==> config.mk <==
export PLATFORM = sky130hd
export DESIGN_NAME = ram_port_adapter_flat
export DESIGN_NICKNAME = d
export VERILOG_FILES = /design/src/rtl/ram_port_adapter_pkg.sv /design/src/rtl/ram_port_adapter_if.sv /design/src/rtl/ram_port_adapter_sync_fifo.sv /design/src/rtl/ram_port_adapter.sv /design/src/flat_wrapper.sv
export SDC_FILE = /design/constraint.sdc
export NUM_CORES = 1
export LEC_CHECK = 0
export ABC_AREA = 1
export BUFFER_PORTS_ARGS = -buffer_cell sky130_fd_sc_hd__buf_2
export CORE_AREA = 5 5 92 85
export CTS_CLUSTER_DIAMETER = 30
export CTS_CLUSTER_SIZE = 20
export DETAILED_ROUTE_END_ITERATION = 6
export DIE_AREA = 0 0 97 90
export HOLD_SLACK_MARGIN = 0.05
export PLACE_DENSITY = 0.68
export SKIP_CTS_REPAIR_TIMING = 1
export SLEW_MARGIN = 20
export SYNTH_ARGS = -nofsm -noshare
export SYNTH_HDL_FRONTEND = slang
export SYNTH_SLANG_ARGS = --single-unit
==> constraint.sdc <==
create_clock -name clk -period 2 [get_ports clk]
set_input_delay 0.1 -clock clk [delete_from_list [all_inputs] [get_ports clk]]
set_output_delay 0.1 -clock clk [all_outputs]
set_load 0.02 [all_outputs]
==> src/rtl/ram_port_adapter_pkg.sv <==
// Shared widths and request bundle for the RAM port adapter.
// Defaults match the 14b x 64 dual-port RAM.
package ram_pkg;

  localparam int ADDR_W = 6;
  localparam int DATA_W = 14;

  typedef struct packed {
    logic              we;
    logic [ADDR_W-1:0] addr;
    logic [DATA_W-1:0] wdata;
  } ram_req_t;

endpackage

==> src/rtl/ram_port_adapter_if.sv <==
// Request/response handshake plus RAM port wiring.
// slave = adapter side, master = requester/RAM side.
interface ram_port_adapter_if
  import ram_pkg::*;
#(
  parameter int AW = ADDR_W,
  parameter int DW = DATA_W
);

  logic          req_valid;
  logic          req_ready;
  logic          req_we;
  logic [AW-1:0] req_addr;
  logic [DW-1:0] req_wdata;

  logic          rsp_valid;
  logic          rsp_ready;
  logic [DW-1:0] rsp_data;

  logic [AW-1:0] mem_addr;
  logic          mem_write_en;
  logic [DW-1:0] mem_data_in;
  logic [DW-1:0] mem_data_out;

  modport slave (
    input  req_valid, req_we, req_addr, req_wdata,
    output req_ready,
    output rsp_valid, rsp_data,
    input  rsp_ready,
    output mem_addr, mem_write_en, mem_data_in,
    input  mem_data_out
  );

  modport master (
    output req_valid, req_we, req_addr, req_wdata,
    input  req_ready,
    input  rsp_valid, rsp_data,
    output rsp_ready,
    input  mem_addr, mem_write_en, mem_data_in,
    output mem_data_out
  );

endinterface

==> src/rtl/ram_port_adapter_sync_fifo.sv <==
// Response buffer: power-of-2 ring with occupancy count.
// Push and pop in the same cycle are both honoured.
module sync_fifo #(
  parameter int W     = 14,
  parameter int DEPTH = 4
) (
  input  logic                     clk,
  input  logic                     rst,
  input  logic                     push_i,
  input  logic [W-1:0]             wdata_i,
  input  logic                     pop_i,
  output logic [W-1:0]             rdata_o,
  output logic [$clog2(DEPTH):0]   count_o
);

  localparam int AW = $clog2(DEPTH);
  localparam int CW = AW + 1;

  logic [W-1:0]  mem_q [DEPTH];
  logic [AW-1:0] wptr_q, wptr_d;
  logic [AW-1:0] rptr_q, rptr_d;
  logic [CW-1:0] count_q, count_d;

  always_comb begin
    wptr_d  = wptr_q;
    rptr_d  = rptr_q;
    count_d = count_q;
    if (push_i) wptr_d = wptr_q + AW'(1);
    if (pop_i)  rptr_d = rptr_q + AW'(1);
    if (push_i && !pop_i)      count_d = count_q + CW'(1);
    else if (!push_i && pop_i) count_d = count_q - CW'(1);
  end

  always_ff @(posedge clk) begin
    if (rst) begin
      wptr_q  <= '0;
      rptr_q  <= '0;
      count_q <= '0;
    end else begin
      wptr_q  <= wptr_d;
      rptr_q  <= rptr_d;
      count_q <= count_d;
    end
  end

  always_ff @(posedge clk) begin
    if (push_i) mem_q[wptr_q] <= wdata_i;
  end

  // Credits bound in-flight + stored reads, so a full push is a design bug.
  always_ff @(posedge clk) begin
    if (!rst) begin
      assert (!(push_i && count_q == CW'(DEPTH)))
        else $error("sync_fifo push while full");
    end
  end

  assign rdata_o = mem_q[rptr_q];
  assign count_o = count_q;

endmodule

==> src/rtl/ram_port_adapter.sv <==
// Valid/ready front end for one RAM port: credit counter,
// read-latency tag pipe and in-order response FIFO.
module ram_port_adapter
  import ram_pkg::*;
#(
  parameter int READ_LATENCY = 2,
  parameter int RSP_DEPTH    = 4
) (
  input  logic               clk,
  input  logic               rst,
  ram_port_adapter_if.slave  bus,
  output logic               busy
);

  localparam int CW = $clog2(RSP_DEPTH) + 1;
  localparam logic [CW-1:0] MAX_OUT = CW'(RSP_DEPTH);

  ram_req_t                req;
  logic [CW-1:0]           out_q, out_d;
  logic [READ_LATENCY-1:0] tag_q, tag_d;
  logic [CW-1:0]           fifo_cnt;
  logic                    acc;
  logic                    rd_acc;
  logic                    pop;
  logic                    push;

  assign req = '{we:    bus.req_we,
                 addr:  bus.req_addr,
                 wdata: bus.req_wdata};

  assign bus.req_ready = !rst && (out_q < MAX_OUT);
  assign acc           = bus.req_valid && bus.req_ready;
  assign rd_acc        = acc && !req.we;

  assign bus.mem_addr     = req.addr;
  assign bus.mem_data_in  = req.wdata;
  assign bus.mem_write_en = acc && req.we;

  assign bus.rsp_valid = !rst && (fifo_cnt != '0);
  assign pop           = bus.rsp_valid && bus.rsp_ready;
  assign push          = tag_q[READ_LATENCY-1];
  assign busy          = !rst && (out_q != '0);

  always_comb begin
    out_d = out_q;
    if (rd_acc && !pop)      out_d = out_q + CW'(1);
    else if (!rd_acc && pop) out_d = out_q - CW'(1);
    // Tag reaches the last stage exactly when mem_data_out is valid.
    tag_d    = tag_q << 1;
    tag_d[0] = rd_acc;
  end

  always_ff @(posedge clk) begin
    if (rst) begin
      out_q <= '0;
      tag_q <= '0;
    end else begin
      out_q <= out_d;
      tag_q <= tag_d;
    end
  end

  sync_fifo #(
    .W     (DATA_W),
    .DEPTH (RSP_DEPTH)
  ) u_rsp_fifo (
    .clk     (clk),
    .rst     (rst),
    .push_i  (push),
    .wdata_i (bus.mem_data_out),
    .pop_i   (pop),
    .rdata_o (bus.rsp_data),
    .count_o (fifo_cnt)
  );

endmodule
==> src/flat_wrapper.sv <==
// flat-port wrapper written by rule: the top's interface ports become plain ports
module ram_port_adapter_flat import ram_pkg::*;
#(
  parameter int READ_LATENCY = 2,
  parameter int RSP_DEPTH    = 4
)
  (clk, rst, busy, bus_req_valid, bus_req_we, bus_req_addr, bus_req_wdata, bus_req_ready, bus_rsp_valid, bus_rsp_data, bus_rsp_ready, bus_mem_addr, bus_mem_write_en, bus_mem_data_in, bus_mem_data_out);
  ram_port_adapter_if bus_i ();
  input  logic clk;
  input  logic rst;
  output logic busy;
  input wire logic [$bits(bus_i.req_valid)-1:0] bus_req_valid;
  input wire logic [$bits(bus_i.req_we)-1:0] bus_req_we;
  input wire logic [$bits(bus_i.req_addr)-1:0] bus_req_addr;
  input wire logic [$bits(bus_i.req_wdata)-1:0] bus_req_wdata;
  output wire logic [$bits(bus_i.req_ready)-1:0] bus_req_ready;
  output wire logic [$bits(bus_i.rsp_valid)-1:0] bus_rsp_valid;
  output wire logic [$bits(bus_i.rsp_data)-1:0] bus_rsp_data;
  input wire logic [$bits(bus_i.rsp_ready)-1:0] bus_rsp_ready;
  output wire logic [$bits(bus_i.mem_addr)-1:0] bus_mem_addr;
  output wire logic [$bits(bus_i.mem_write_en)-1:0] bus_mem_write_en;
  output wire logic [$bits(bus_i.mem_data_in)-1:0] bus_mem_data_in;
  input wire logic [$bits(bus_i.mem_data_out)-1:0] bus_mem_data_out;
  assign bus_i.req_valid = bus_req_valid;
  assign bus_i.req_we = bus_req_we;
  assign bus_i.req_addr = bus_req_addr;
  assign bus_i.req_wdata = bus_req_wdata;
  assign bus_req_ready = bus_i.req_ready;
  assign bus_rsp_valid = bus_i.rsp_valid;
  assign bus_rsp_data = bus_i.rsp_data;
  assign bus_i.rsp_ready = bus_rsp_ready;
  assign bus_mem_addr = bus_i.mem_addr;
  assign bus_mem_write_en = bus_i.mem_write_en;
  assign bus_mem_data_in = bus_i.mem_data_in;
  assign bus_i.mem_data_out = bus_mem_data_out;
  ram_port_adapter #(.READ_LATENCY(READ_LATENCY), .RSP_DEPTH(RSP_DEPTH)) u_core (.clk(clk), .rst(rst), .bus(bus_i), .busy(busy));
endmodule
==> flow_summary.html <==
<table>
<tr><th>Metric</th><th>Value</th></tr>
<tr><th colspan="2">Run status</th></tr>
<tr><td>Outcome</td><td>finished, final reports clean</td></tr>
<tr><th colspan="2">Floorplanning</th></tr>
<tr><td>I/O pin total</td><td>77</td></tr>
<tr><td>Die height</td><td>90 um</td></tr>
<tr><td>Core area</td><td>6860 um2</td></tr>
<tr><td>Number of rows in the core area</td><td>29</td></tr>
<tr><td>Die X</td><td>97 um</td></tr>
<tr><td>Initial Util</td><td>42.9%</td></tr>
<tr><td>Area of the die</td><td>8730 um2</td></tr>
<tr><th colspan="2">Detailed routing</th></tr>
<tr><td>Detailed router's first-iteration violation count</td><td>88</td></tr>
<tr><td>Post-route antenna net violation count</td><td>0</td></tr>
<tr><td>Vias after detailed routing</td><td>1,865</td></tr>
<tr><td>Number of detailed-route iterations in the first pass</td><td>4</td></tr>
<tr><td>DRC errors left</td><td>0</td></tr>
<tr><td>Via-per-instance ratio</td><td>4.75</td></tr>
<tr><td>Wire length per cell</td><td>14.0 um</td></tr>
<tr><td>Routed wire length</td><td>5490 um</td></tr>
<tr><th colspan="2">Critical path</th></tr>
<tr><td>Critical-path cell list</td><td>nor2_1, nand2_1, nand3_2, ha_1, inv_1, fa_1, inv_1, nand2_1, nand3_1, nand2_1, nand2_1, nor2_1</td></tr>
<tr><td>Longest individual stage delay on the worst path</td><td>0.38 ns</td></tr>
<tr><td>CP Launch Type</td><td>flip-flop</td></tr>
<tr><td>Capturing element type of the critical path</td><td>flip-flop</td></tr>
<tr><td>Data arrival time of the worst path</td><td>2.02 ns</td></tr>
<tr><td>Startpoint of the most critical register-to-register path</td><td>u_core.u_rsp_fifo.count_o[1]</td></tr>
<tr><td>Critical path type</td><td>flip-flop to flip-flop</td></tr>
<tr><td>Cell type with the highest occurrence count on the critical path</td><td>sky130_fd_sc_hd__nand2_1</td></tr>
<tr><td>Data required time of the critical path</td><td>2.25 ns</td></tr>
<tr><td>CP Launch Point</td><td>u_core.u_rsp_fifo.count_o[1]</td></tr>
<tr><td>Critical Path Slowest Stage Cell</td><td>sky130_fd_sc_hd__fa_1</td></tr>
<tr><td>Largest fanout on the critical path</td><td>4</td></tr>
<tr><th colspan="2">Power and ir drop</th></tr>
<tr><td>Switch share</td><td>26.6%</td></tr>
<tr><td>Flop pwr share</td><td>54.6%</td></tr>
<tr><td>Psw</td><td>0.000792 W</td></tr>
<tr><td>Share of power burned in the clock network</td><td>34.9%</td></tr>
<tr><td>Power share of the combinational group</td><td>10.5%</td></tr>
<tr><td>Static power due to leakage</td><td>1.33 nW</td></tr>
<tr><td>P_int</td><td>0.00219 W</td></tr>
<tr><td>VDD IR max</td><td>493 uV</td></tr>
<tr><td>Ratio of total power to cell area</td><td>871 nW/um2</td></tr>
<tr><th colspan="2">Synthesis</th></tr>
<tr><td>Area share of the largest cell type after synthesis</td><td>57.1%</td></tr>
<tr><td>Seq/Total Area, Yosys</td><td>66.6%</td></tr>
<tr><td>Unique masters post-synth</td><td>18</td></tr>
<tr><td>Yosys warns</td><td>0</td></tr>
<tr><td>Avg Inst Size Synth</td><td>11.6 um2</td></tr>
<tr><td>Number of standard cells after synthesis</td><td>253</td></tr>
<tr><td>Number of synthesized register bits</td><td>70</td></tr>
<tr><td>Largest cells by area after synthesis</td><td>sky130_fd_sc_hd__edfxtp_1 57%, sky130_fd_sc_hd__dfxtp_1 9.5%, sky130_fd_sc_hd__buf_4 5.9%</td></tr>
<tr><td>Top cell type by total area after synthesis</td><td>sky130_fd_sc_hd__edfxtp_1</td></tr>
<tr><td>Total standard cell area after synthesis</td><td>2950 um2</td></tr>
<tr><td>Mapped Nets</td><td>300</td></tr>
<tr><th colspan="2">Timing</th></tr>
<tr><td>Final count of pins violating max slew</td><td>0</td></tr>
<tr><td>Post-layout worst setup margin</td><td>0.231 ns</td></tr>
<tr><td>Number of failing hold endpoints at the final stage</td><td>0</td></tr>
<tr><td>Worst max-slew margin expressed relative to the limit</td><td>70.2%</td></tr>
<tr><td>Max Clk Rate</td><td>0.565 GHz</td></tr>
<tr><td>Final worst path period share</td><td>88.4%</td></tr>
<tr><td>Sum Neg Setup Slack</td><td>0 ns</td></tr>
<tr><td>Setup repair after global routing missed its margin</td><td>false</td></tr>
<tr><td>Transition time of the tightest slew-check pin</td><td>0.447 ns</td></tr>
<tr><td>Minimum period implied by the final worst setup slack</td><td>1.77 ns</td></tr>
<tr><td>Total setup violations reported at the end of the flow</td><td>0</td></tr>
<tr><td>Fin Clk Skew</td><td>0.00618 ns</td></tr>
<tr><th colspan="2">Layout</th></tr>
<tr><td>Total inserted antenna cells</td><td>0</td></tr>
<tr><td>Final instance area</td><td>3420 um2</td></tr>
<tr><td>Commonest non-fill, non-tap cell in the layout</td><td>sky130_fd_sc_hd__edfxtp_1</td></tr>
<tr><td>Post-route insts no fill</td><td>393</td></tr>
<tr><td>Count of filler cells inserted in the layout</td><td>622</td></tr>
<tr><td>Layout cell share with drive strength beyond 1</td><td>21.0%</td></tr>
<tr><td>Final nets</td><td>342</td></tr>
<tr><td>Most used cells in the layout excluding fill and tap cells</td><td>56 x sky130_fd_sc_hd__edfxtp_1, 45 x sky130_fd_sc_hd__nor2_1, 36 x sky130_fd_sc_hd__buf_2</td></tr>
<tr><td>Syn-to-layout area delta</td><td>16.1%</td></tr>
<tr><th colspan="2">Global routing</th></tr>
<tr><td>Pin count of the biggest net entering global routing</td><td>29</td></tr>
<tr><td>Number of global-route vias before repair</td><td>1,758</td></tr>
<tr><td>Total track usage</td><td>13.0%</td></tr>
<tr><td>Antenna violations before repair</td><td>0</td></tr>
<tr><td>First-pass GRT wire length</td><td>8840 um</td></tr>
<tr><td>GRT Residual Overflow</td><td>0</td></tr>
<tr><th colspan="2">Min path</th></tr>
<tr><td>Worst Hold Launch</td><td>bus_rsp_ready</td></tr>
<tr><td>Worst hold path type</td><td>primary input to flip-flop</td></tr>
<tr><th colspan="2">Clock network</th></tr>
<tr><td>Clock-pin slew on the worst setup and hold paths</td><td>0.08 ns</td></tr>
<tr><td>Number of buffers added by the clock tree synthesis step</td><td>9</td></tr>
<tr><td>Number of sinks driven by the clock tree</td><td>70</td></tr>
<tr><td>Maximum clock insertion buffer count</td><td>2</td></tr>
<tr><td>Root buf cell</td><td>sky130_fd_sc_hd__clkbuf_8</td></tr>
<tr><td>Latest clock arrival within the worst-skew pair</td><td>0.34 ns</td></tr>
<tr><td>TritonCTS clock tree</td><td>built</td></tr>
<tr><td>Deepest level of the CTS H-tree</td><td>3</td></tr>
<tr><th colspan="2">Run</th></tr>
<tr><td>Number of max-cap violations</td><td>0</td></tr>
<tr><th colspan="2">Placed design</th></tr>
<tr><td>Placement-stage cell area</td><td>3060 um2</td></tr>
<tr><td>Routability-driven placement congestion ratio</td><td>0.732</td></tr>
<tr><td>Number of placed instances, taps included</td><td>360</td></tr>
<tr><td>Total of buffers placed on input and output ports</td><td>36</td></tr>
<tr><td>Placed wire-length estimate after detailed placement</td><td>3400 um</td></tr>
<tr><td>Post-Place Setup Slack</td><td>0.202 ns</td></tr>
</table>
[path summary, 6_finish.rpt]
kind / end / slack [ns] / depth (start not counted)
max: u_core.out_q[2] / 0.23 / 12
min: u_core.u_rsp_fifo.rptr_q[0] / 0.07 / 3
max reg2reg: u_core.out_q[2] / 0.23 / 12
min reg2reg: u_core.tag_q[1] / 0.41 / 2
[cells in the mapped netlist]
cell type and n:
sky130_fd_sc_hd__nand3_1 3, sky130_fd_sc_hd__ha_1 6, sky130_fd_sc_hd__o21ai_0 28, sky130_fd_sc_hd__a21oi_1 8, sky130_fd_sc_hd__buf_6 2, sky130_fd_sc_hd__nand2_1 19
sky130_fd_sc_hd__buf_12 1, sky130_fd_sc_hd__buf_4 23, sky130_fd_sc_hd__inv_2 2, sky130_fd_sc_hd__clkbuf_2 1, sky130_fd_sc_hd__inv_1 22, sky130_fd_sc_hd__o22ai_1 14
sky130_fd_sc_hd__o21ai_1 6, sky130_fd_sc_hd__fa_1 2, sky130_fd_sc_hd__nor2_1 45, sky130_fd_sc_hd__edfxtp_1 56, sky130_fd_sc_hd__dfxtp_1 14, sky130_fd_sc_hd__buf_2 1
[power groups by stage]
stage | sequential, W | combinational [W] | clock (W)
finish | 0.00162 | 0.000314 | 0.00104
global route | 0.00163 | 0.000356 | 0.00114
CTS | 0.00163 | 0.000290 | 0.00107
detailed placement | 0.00166 | 0.000288 | 0
global placement | 0.00166 | 0.000279 | 0
floorplan | 0.00165 | 0.000263 | 0
[layout make-up]
class	instances	area (um2)	share of cell area [%]
inverters	24	90.1	2.63
repair buffers	59	395	11.6
well taps	93	116	3.40
clock buffers	9	124	3.62
multi-input cells	131	673	19.7
flip-flops and latches	70	1960	57.4
clock inverters	7	57.6	1.68
[flip-flops by register name (all words and copies together) (netlist names), named ones only]
register and flops:
u_core.u_rsp_fifo.count_o 3, u_core.tag_q 2, u_core.out_q 3, u_core.u_rsp_fifo.wptr_q 2, u_core.u_rsp_fifo.mem_q 56, u_core.u_rsp_fifo.rptr_q 2
[cells by family (layout without fill, tap and decap cells)]
kind of cell,Yosys count,count (layout),synth area share (%)
adders and majority gates,8,8,3.91
DFF,70,70,66.6
AOI/OAI and AO/OA,56,56,10.1
and+or+nand+nor,67,67,8.67
buffers and inverters,52,99,10.7
[metrics by stage]
stage,util (%),hold WS [ns],power [W]
final,49.9,0.0716,0.00298
after global routing,49.9,0.0829,0.00313
after CTS,47.3,-0.0815,0.00299
after detailed placement,44.6,0.200,0.00195
after global placement,44.6,0.200,0.00194
after floorplan,-,0.171,0.00191
[worst max-delay path, delay by kind of cell, from the launching register on]
family	cells	cell delay (ns)
DFF	1	0.34
and+or+nand+nor	8	0.63
buffers and inverters	2	0.14
adders and majority gates	2	0.56
[metal layers]
| layer | routed length (um) | GRT usage (%) | vias to the layer above |
|---|---|---|---|
| met5 | 0 | 0 | - |
| met4 | 88 | 6.08 | 0 |
| met3 | 275 | 4.88 | 14 |
| met2 | 2560 | 18.8 | 46 |
| met1 | 2570 | 17.2 | 871 |
| li1 | - | - | 934 |
Power figures use the tool's default switching activity.
